## config.mk

```make
export PLATFORM = sky130hd
export DESIGN_NAME = imem_loader
export DESIGN_NICKNAME = d
export VERILOG_FILES = /design/src/rtl/imem_loader_pkg.sv /design/src/rtl/imem_loader_byte_packer.sv /design/src/rtl/imem_loader.sv
export SDC_FILE = /design/constraint.sdc
export NUM_CORES = 1
export LEC_CHECK = 0
export ABC_AREA = 0
export CORE_ASPECT_RATIO = 0.75
export CORE_MARGIN = 2
export CORE_UTILIZATION = 55
export CTS_BUF_LIST = sky130_fd_sc_hd__clkbuf_2 sky130_fd_sc_hd__clkbuf_4 sky130_fd_sc_hd__clkbuf_8
export DETAILED_ROUTE_END_ITERATION = 12
export PLACE_DENSITY = 0.81
export SLEW_MARGIN = 20
export SYNTH_ARGS = -nofsm -noshare
export SYNTH_HDL_FRONTEND = slang
export SYNTH_SLANG_ARGS = --single-unit
```

## constraint.sdc

```tcl
create_clock -name clk -period 2.8 [get_ports clk]
set_input_delay 0.56 -clock clk [delete_from_list [all_inputs] [get_ports clk]]
set_output_delay 0.56 -clock clk [all_outputs]
set_load 0.01 [all_outputs]
```

## src/rtl/imem_loader_pkg.sv

```systemverilog
// ============================================================================
// Module      : imem_loader_pkg
// Description : Shared types and helpers for the instruction-memory loader.
// Revision    : 1.0 - initial release
// ============================================================================
`default_nettype none

package imem_loader_pkg;

    localparam int BYTES_PER_WORD = 4;

    typedef enum logic [2:0] {
        IDLE  = 3'd0,
        COUNT = 3'd1,
        BYTES = 3'd2,
        WRITE = 3'd3,
        CSUM  = 3'd4
    } state_e;

    function automatic int unsigned depth_of(input int unsigned addr_w);
        return 32'd1 << addr_w;
    endfunction

endpackage

`default_nettype wire

```

## src/rtl/imem_loader_byte_packer.sv

```systemverilog
// ============================================================================
// Module      : imem_loader_byte_packer
// Description : Packs a byte stream little-endian into 32-bit words.
// Revision    : 1.0 - initial release
// ============================================================================
`default_nettype none

module imem_loader_byte_packer
    import imem_loader_pkg::*;
(
    input  logic                          clk,
    input  logic                          rst,
    input  logic                          clear_i,
    input  logic                          insert_i,
    input  logic [7:0]                    byte_i,
    output logic [8*BYTES_PER_WORD-1:0]   word_next_o,
    output logic                          word_full_o
);

    logic [1:0]                   byte_idx_q;
    logic [8*BYTES_PER_WORD-1:0]  word_q;
    logic [8*BYTES_PER_WORD-1:0]  word_d;

    // word_d is the word as it will look once the current byte lands, so the
    // owner can capture a complete word on the same edge as its last byte.
    always_comb begin
        word_d                     = word_q;
        word_d[8*byte_idx_q +: 8]  = byte_i;
    end

    always_ff @(posedge clk or negedge rst) begin
        if (!rst) begin
            byte_idx_q <= 2'd0;
            word_q     <= '0;
        end else if (clear_i) begin
            byte_idx_q <= 2'd0;
            word_q     <= '0;
        end else if (insert_i) begin
            byte_idx_q <= byte_idx_q + 2'd1;
            word_q     <= word_d;
        end
    end

    assign word_next_o = word_d;
    assign word_full_o = insert_i && (byte_idx_q == 2'd3);

endmodule

`default_nettype wire

```

## src/rtl/imem_loader.sv

```systemverilog
// ============================================================================
// Module      : imem_loader
// Description : Loads a checksummed byte-stream program image into imem.
// Revision    : 1.0 - initial release
// ============================================================================
`default_nettype none

module imem_loader
    import imem_loader_pkg::*;
#(
    parameter int ADDR_W = 4,
    parameter int DATA_W = 32
) (
    input  logic              clk,
    input  logic              rst,
    input  logic              start,
    input  logic              in_valid,
    input  logic [7:0]        in_data,
    output logic              in_ready,
    output logic              imem_we,
    output logic [ADDR_W-1:0] imem_addr,
    output logic [DATA_W-1:0] imem_wdata,
    output logic              cpu_run,
    output logic              load_done,
    output logic              load_err
);

    localparam int unsigned     c_DEPTH    = depth_of(ADDR_W);
    localparam logic [ADDR_W:0] c_ONE      = 1;
    localparam logic [ADDR_W-1:0] c_ADDR_ONE = 1;

    state_e              state_q;
    logic                in_ready_q;
    logic                imem_we_q;
    logic [ADDR_W-1:0]   addr_q;
    logic [DATA_W-1:0]   wdata_q;
    logic                cpu_run_q;
    logic                load_done_q;
    logic                load_err_q;
    logic [ADDR_W:0]     n_q;
    logic [7:0]          csum_q;

    logic                        w_hs;
    logic                        w_cnt_bad;
    logic                        w_last;
    logic                        w_clear;
    logic                        w_insert;
    logic                        w_word_full;
    logic [8*BYTES_PER_WORD-1:0] w_word_next;

    assign w_hs      = in_valid && in_ready_q;
    assign w_cnt_bad = (in_data == 8'd0) || ({24'd0, in_data} > c_DEPTH);
    assign w_last    = ({1'b0, addr_q} == (n_q - c_ONE));
    assign w_clear   = (state_q == COUNT) && w_hs;
    assign w_insert  = (state_q == BYTES) && w_hs;

    imem_loader_byte_packer u_packer (
        .clk         (clk),
        .rst         (rst),
        .clear_i     (w_clear),
        .insert_i    (w_insert),
        .byte_i      (in_data),
        .word_next_o (w_word_next),
        .word_full_o (w_word_full)
    );

    always_ff @(posedge clk or negedge rst) begin
        if (!rst) begin
            state_q     <= IDLE;
            in_ready_q  <= 1'b0;
            imem_we_q   <= 1'b0;
            addr_q      <= '0;
            wdata_q     <= '0;
            cpu_run_q   <= 1'b0;
            load_done_q <= 1'b0;
            load_err_q  <= 1'b0;
            n_q         <= '0;
            csum_q      <= 8'd0;
        end else begin
            imem_we_q   <= 1'b0;
            load_done_q <= 1'b0;
            case (state_q)
                IDLE: begin
                    if (start) begin
                        state_q    <= COUNT;
                        cpu_run_q  <= 1'b0;
                        load_err_q <= 1'b0;
                        csum_q     <= 8'd0;
                        in_ready_q <= 1'b1;
                    end
                end
                COUNT: begin
                    if (w_hs) begin
                        csum_q <= csum_q ^ in_data;
                        if (w_cnt_bad) begin
                            load_err_q <= 1'b1;
                            in_ready_q <= 1'b0;
                            state_q    <= IDLE;
                        end else begin
                            n_q     <= in_data[ADDR_W:0];
                            addr_q  <= '0;
                            state_q <= BYTES;
                        end
                    end
                end
                BYTES: begin
                    if (w_hs) begin
                        csum_q <= csum_q ^ in_data;
                        // Last byte of a word: capture it and stall the stream for the write.
                        if (w_word_full) begin
                            in_ready_q <= 1'b0;
                            imem_we_q  <= 1'b1;
                            wdata_q    <= w_word_next;
                            state_q    <= WRITE;
                        end
                    end
                end
                WRITE: begin
                    in_ready_q <= 1'b1;
                    if (w_last) begin
                        state_q <= CSUM;
                    end else begin
                        addr_q  <= addr_q + c_ADDR_ONE;
                        state_q <= BYTES;
                    end
                end
                CSUM: begin
                    if (w_hs) begin
                        in_ready_q <= 1'b0;
                        state_q    <= IDLE;
                        if (in_data == csum_q) begin
                            cpu_run_q   <= 1'b1;
                            load_done_q <= 1'b1;
                        end else begin
                            load_err_q  <= 1'b1;
                        end
                    end
                end
                default: begin
                    state_q    <= IDLE;
                    in_ready_q <= 1'b0;
                end
            endcase
        end
    end

    assign in_ready   = in_ready_q;
    assign imem_we    = imem_we_q;
    assign imem_addr  = addr_q;
    assign imem_wdata = wdata_q;
    assign cpu_run    = cpu_run_q;
    assign load_done  = load_done_q;
    assign load_err   = load_err_q;

endmodule

`default_nettype wire

```

==> results.json <==
{
  "status": "finished, final reports clean",
  "via_per_inst": 5.51,
  "cts_resized": 0,
  "grt_max_degree": 66,
  "fin_crit_sh_pct": 78.0,
  "ff2ff_setup_slack_ns": 0.62,
  "pin_count": 53,
  "ant_nets": 0,
  "start_util_pct": 57.9,
  "worstPathCellList": "inv_1 > ha_1 > inv_1 > and4_1 > nor2b_4 > a22o_1",
  "synth_seq_cells": 83,
  "post_cts_buffers": 0,
  "fmax_ghz": 0.458,
  "synth_edf_count": 0,
  "wl_met3_um": 505,
  "cpMaxStageDelayCell": "dfrtp_1",
  "globalplace.congestion": 0.807,
  "synth_area_leaders": "dfrtp_1 52%, o21ai_0 6.0%, nand2_1 5.8%, a22o_1 5.4%, nor2b_1 4.2%",
  "finalHoldViolCount": 0,
  "grt_pass1_vias": 2925,
  "regToRegEndpoint": "u_packer.word_q[1]",
  "critPathRequiredTime_ns": 3.08,
  "cts_tree": "yes",
  "ir_worst_vdd_mv": 0.490,
  "fin_nets": 464,
  "path_max_fanout": 9,
  "intPower_mw": 2.20,
  "totalWireLength_mm": 8.62,
  "startpoint": "u_packer.byte_idx_q[0]",
  "cp-start-kind": "register",
  "wirelength_met1_mm": 4.13,
  "yosys_warnings": 0,
  "cts-root-buf": "clkbuf_8",
  "synth_top_area_cell": "dfrtp_1",
  "cts_hold_buf": 0,
  "clockBufferDepth": 2,
  "combPwrFrac_pct": 28.0,
  "ys_async_sr_fraction_pct": 100,
  "final_max_slew_viol_count": 0,
  "grt_overflow": 0,
  "diodes": 0,
  "reg2reg_from": "u_packer.byte_idx_q[0]",
  "maxCapViolCount": 0,
  "final.min_clock_period_ns": 2.18,
  "die_height_um": 78.2,
  "antenna_found_initial": 0,
  "final_cells": 546,
  "setup_viol": 0,
  "fillers": 559,
  "cts_buffers": 9,
  "pwr-share-clk_pct": 25.6,
  "reg2reg_depth": 6,
  "tns_ns": 0,
  "drtIter0Drc": 181,
  "final_cell_mix": "83 x dfrtp_1, 62 x nand2_1, 51 x clkdlybuf4s50_1, 48 x o21ai_0, 27 x nor2b_1",
  "seqPwrFrac_pct": 46.4,
  "hp-class": "primary input to async pin",
  "grt_usage_pct": 23.8,
  "drc": 0,
  "core_area_um2": 6960,
  "cts.htree.levels": 3,
  "synth_nets": 414,
  "synth_area_um2": 4030,
  "cts.sinks": 83,
  "final_common_cell": "dfrtp_1",
  "slew_headroom_pct": 54.9,
  "die_w_um": 103,
  "sw_frac_of_total_pct": 32.3,
  "syn_inst": 395,
  "vias": 3006,
  "dp_hpwl_mm": 5.81,
  "yosysTopAreaCellShare_pct": 51.5,
  "die_area_um2": 8040,
  "endpoint_kind": "register",
  "synth_cell_type_count": 47,
  "row_count": 26,
  "crit_top_cell": "inv_1",
  "worst_slew_pin_slew_ns": 0.676,
  "crit_end": "u_packer.word_q[1]",
  "area_delta_synth_final_pct": 19.3,
  "wire_per_inst_um": 15.8,
  "clk_pin_slew_ns": 0.08,
  "firstDrtPassIters": 5,
  "post-place-cells": 532,
  "wl_met2_mm": 3.96,
  "skew_ns": 0.00589,
  "arrival_ns": 2.47,
  "total_power_mw": 3.24,
  "insertion_delay_ns": 0.35,
  "synth_ff_type": "dfrtp_1",
  "syn_avg_cell_area_um2": 10.2,
  "powerDensity_nw_per_um2": 674,
  "leakage_nw": 2.08,
  "seq_area_frac_synth_pct": 51.5,
  "grt_pass1_wl_mm": 14.8,
  "drive_gt1_share_pct": 10.5,
  "crit_type": "register to register",
  "slowest_delay_ns": 0.51,
  "p_switching_mw": 1.05,
  "rsz0062_at_grt": "no",
  "top_layer": "met4",
  "io_buffers": 52
}
through the flow:
step | hold WS, ns | utilization [%] | worst slack [ns] | cell area, um2
floorplan | 0.264 | - | 0.842 | 4030
global placement | 0.462 | 66.5 | 0.439 | 4630
detailed placement | 0.469 | 66.5 | 0.387 | 4630
CTS | 0.260 | 69.1 | 0.646 | 4810
global route | 0.287 | 69.1 | 0.471 | 4810
finish | 0.240 | 69.1 | 0.616 | 4810
routing by layer:
layer  track usage, %  vias to the layer above
li1                 -                     1459
met1             36.3                     1461
met2             34.4                       84
met3             5.08                        2
met4             6.71                        0
met5                0                        -
cells by family (layout without fill, tap and decap cells):
logic type | count (synthesis) | after routing | share of synthesized area, %
flip-flops | 83 | 83 | 51.5
buffers and inverters | 32 | 85 | 4.25
AO/OA/AOI/OAI | 117 | 117 | 18.3
multiplexers | 8 | 8 | 2.14
adder cells (fa/ha/maj) | 7 | 7 | 2.17
AND/OR/NAND/NOR | 132 | 132 | 17.8
XOR/XNOR | 16 | 16 | 3.85
final cells by class:
class	instances	area, um2	area share (%)
clock buffers	11	145	3.02
well taps	98	123	2.55
inverters	8	30.0	0.624
flip-flops and latches	83	2080	43.2
multi-input cells	280	1780	37.1
repair buffers	63	613	12.7
clock inverters	3	40.0	0.832
registers in the layout, indices dropped and copies added (netlist names), 2 cells and up:
register / cells
u_packer.byte_idx_q: 2
imem_addr: 4
state_q: 3
csum_q: 8
n_q: 5
u_packer.word_q: 24
imem_wdata: 32
power by group through the flow:
stage               clock network [mW]  registers (mW)  logic (mW)
finish                           0.829            1.50       0.909
global route                     0.890            1.53        1.01
CTS                              0.850            1.50       0.912
detailed placement                   0            1.53       0.908
global placement                     0            1.52       0.879
floorplan                            0            1.49       0.668
worst min path at each step:
| stage | start | end | slack [ns] | depth (start not counted) |
|---|---|---|---|---|
| floorplan | rst | cpu_run | 0.26 | 0 |
| global placement | imem_wdata[27] | imem_wdata[27] | 0.46 | 2 |
| detailed placement | imem_wdata[26] | imem_wdata[26] | 0.47 | 2 |
| CTS | rst | csum_q[6] | 0.26 | 1 |
| global route | rst | csum_q[6] | 0.29 | 1 |
| finish | rst | csum_q[2] | 0.24 | 1 |
worst max-delay path, delay by kind of cell (launching register included):
family,cells,cell delay [ns]
and+or+nand+nor,2,0.76
DFF,1,0.51
adders and majority gates,1,0.34
buffers and inverters,2,0.33
AOI/OAI and AO/OA,1,0.18
synth_stat cells (3+ instances only):
| master | instances |
|---|---|
| buf_2 | 8 |
| nand4_1 | 3 |
| o21ai_0 | 48 |
| nor2b_1 | 27 |
| nor2_1 | 12 |
| o21ai_4 | 3 |
| buf_6 | 5 |
| nor3_1 | 3 |
| a22o_1 | 25 |
| xnor2_1 | 13 |
| nand2_1 | 62 |
| o21ai_1 | 7 |
| ha_1 | 7 |
| mux2i_1 | 3 |
| clkbuf_1 | 10 |
| a21oi_1 | 26 |
| mux2_2 | 5 |
| inv_1 | 8 |
| dfrtp_1 | 83 |
Power figures use the tool's default switching activity.
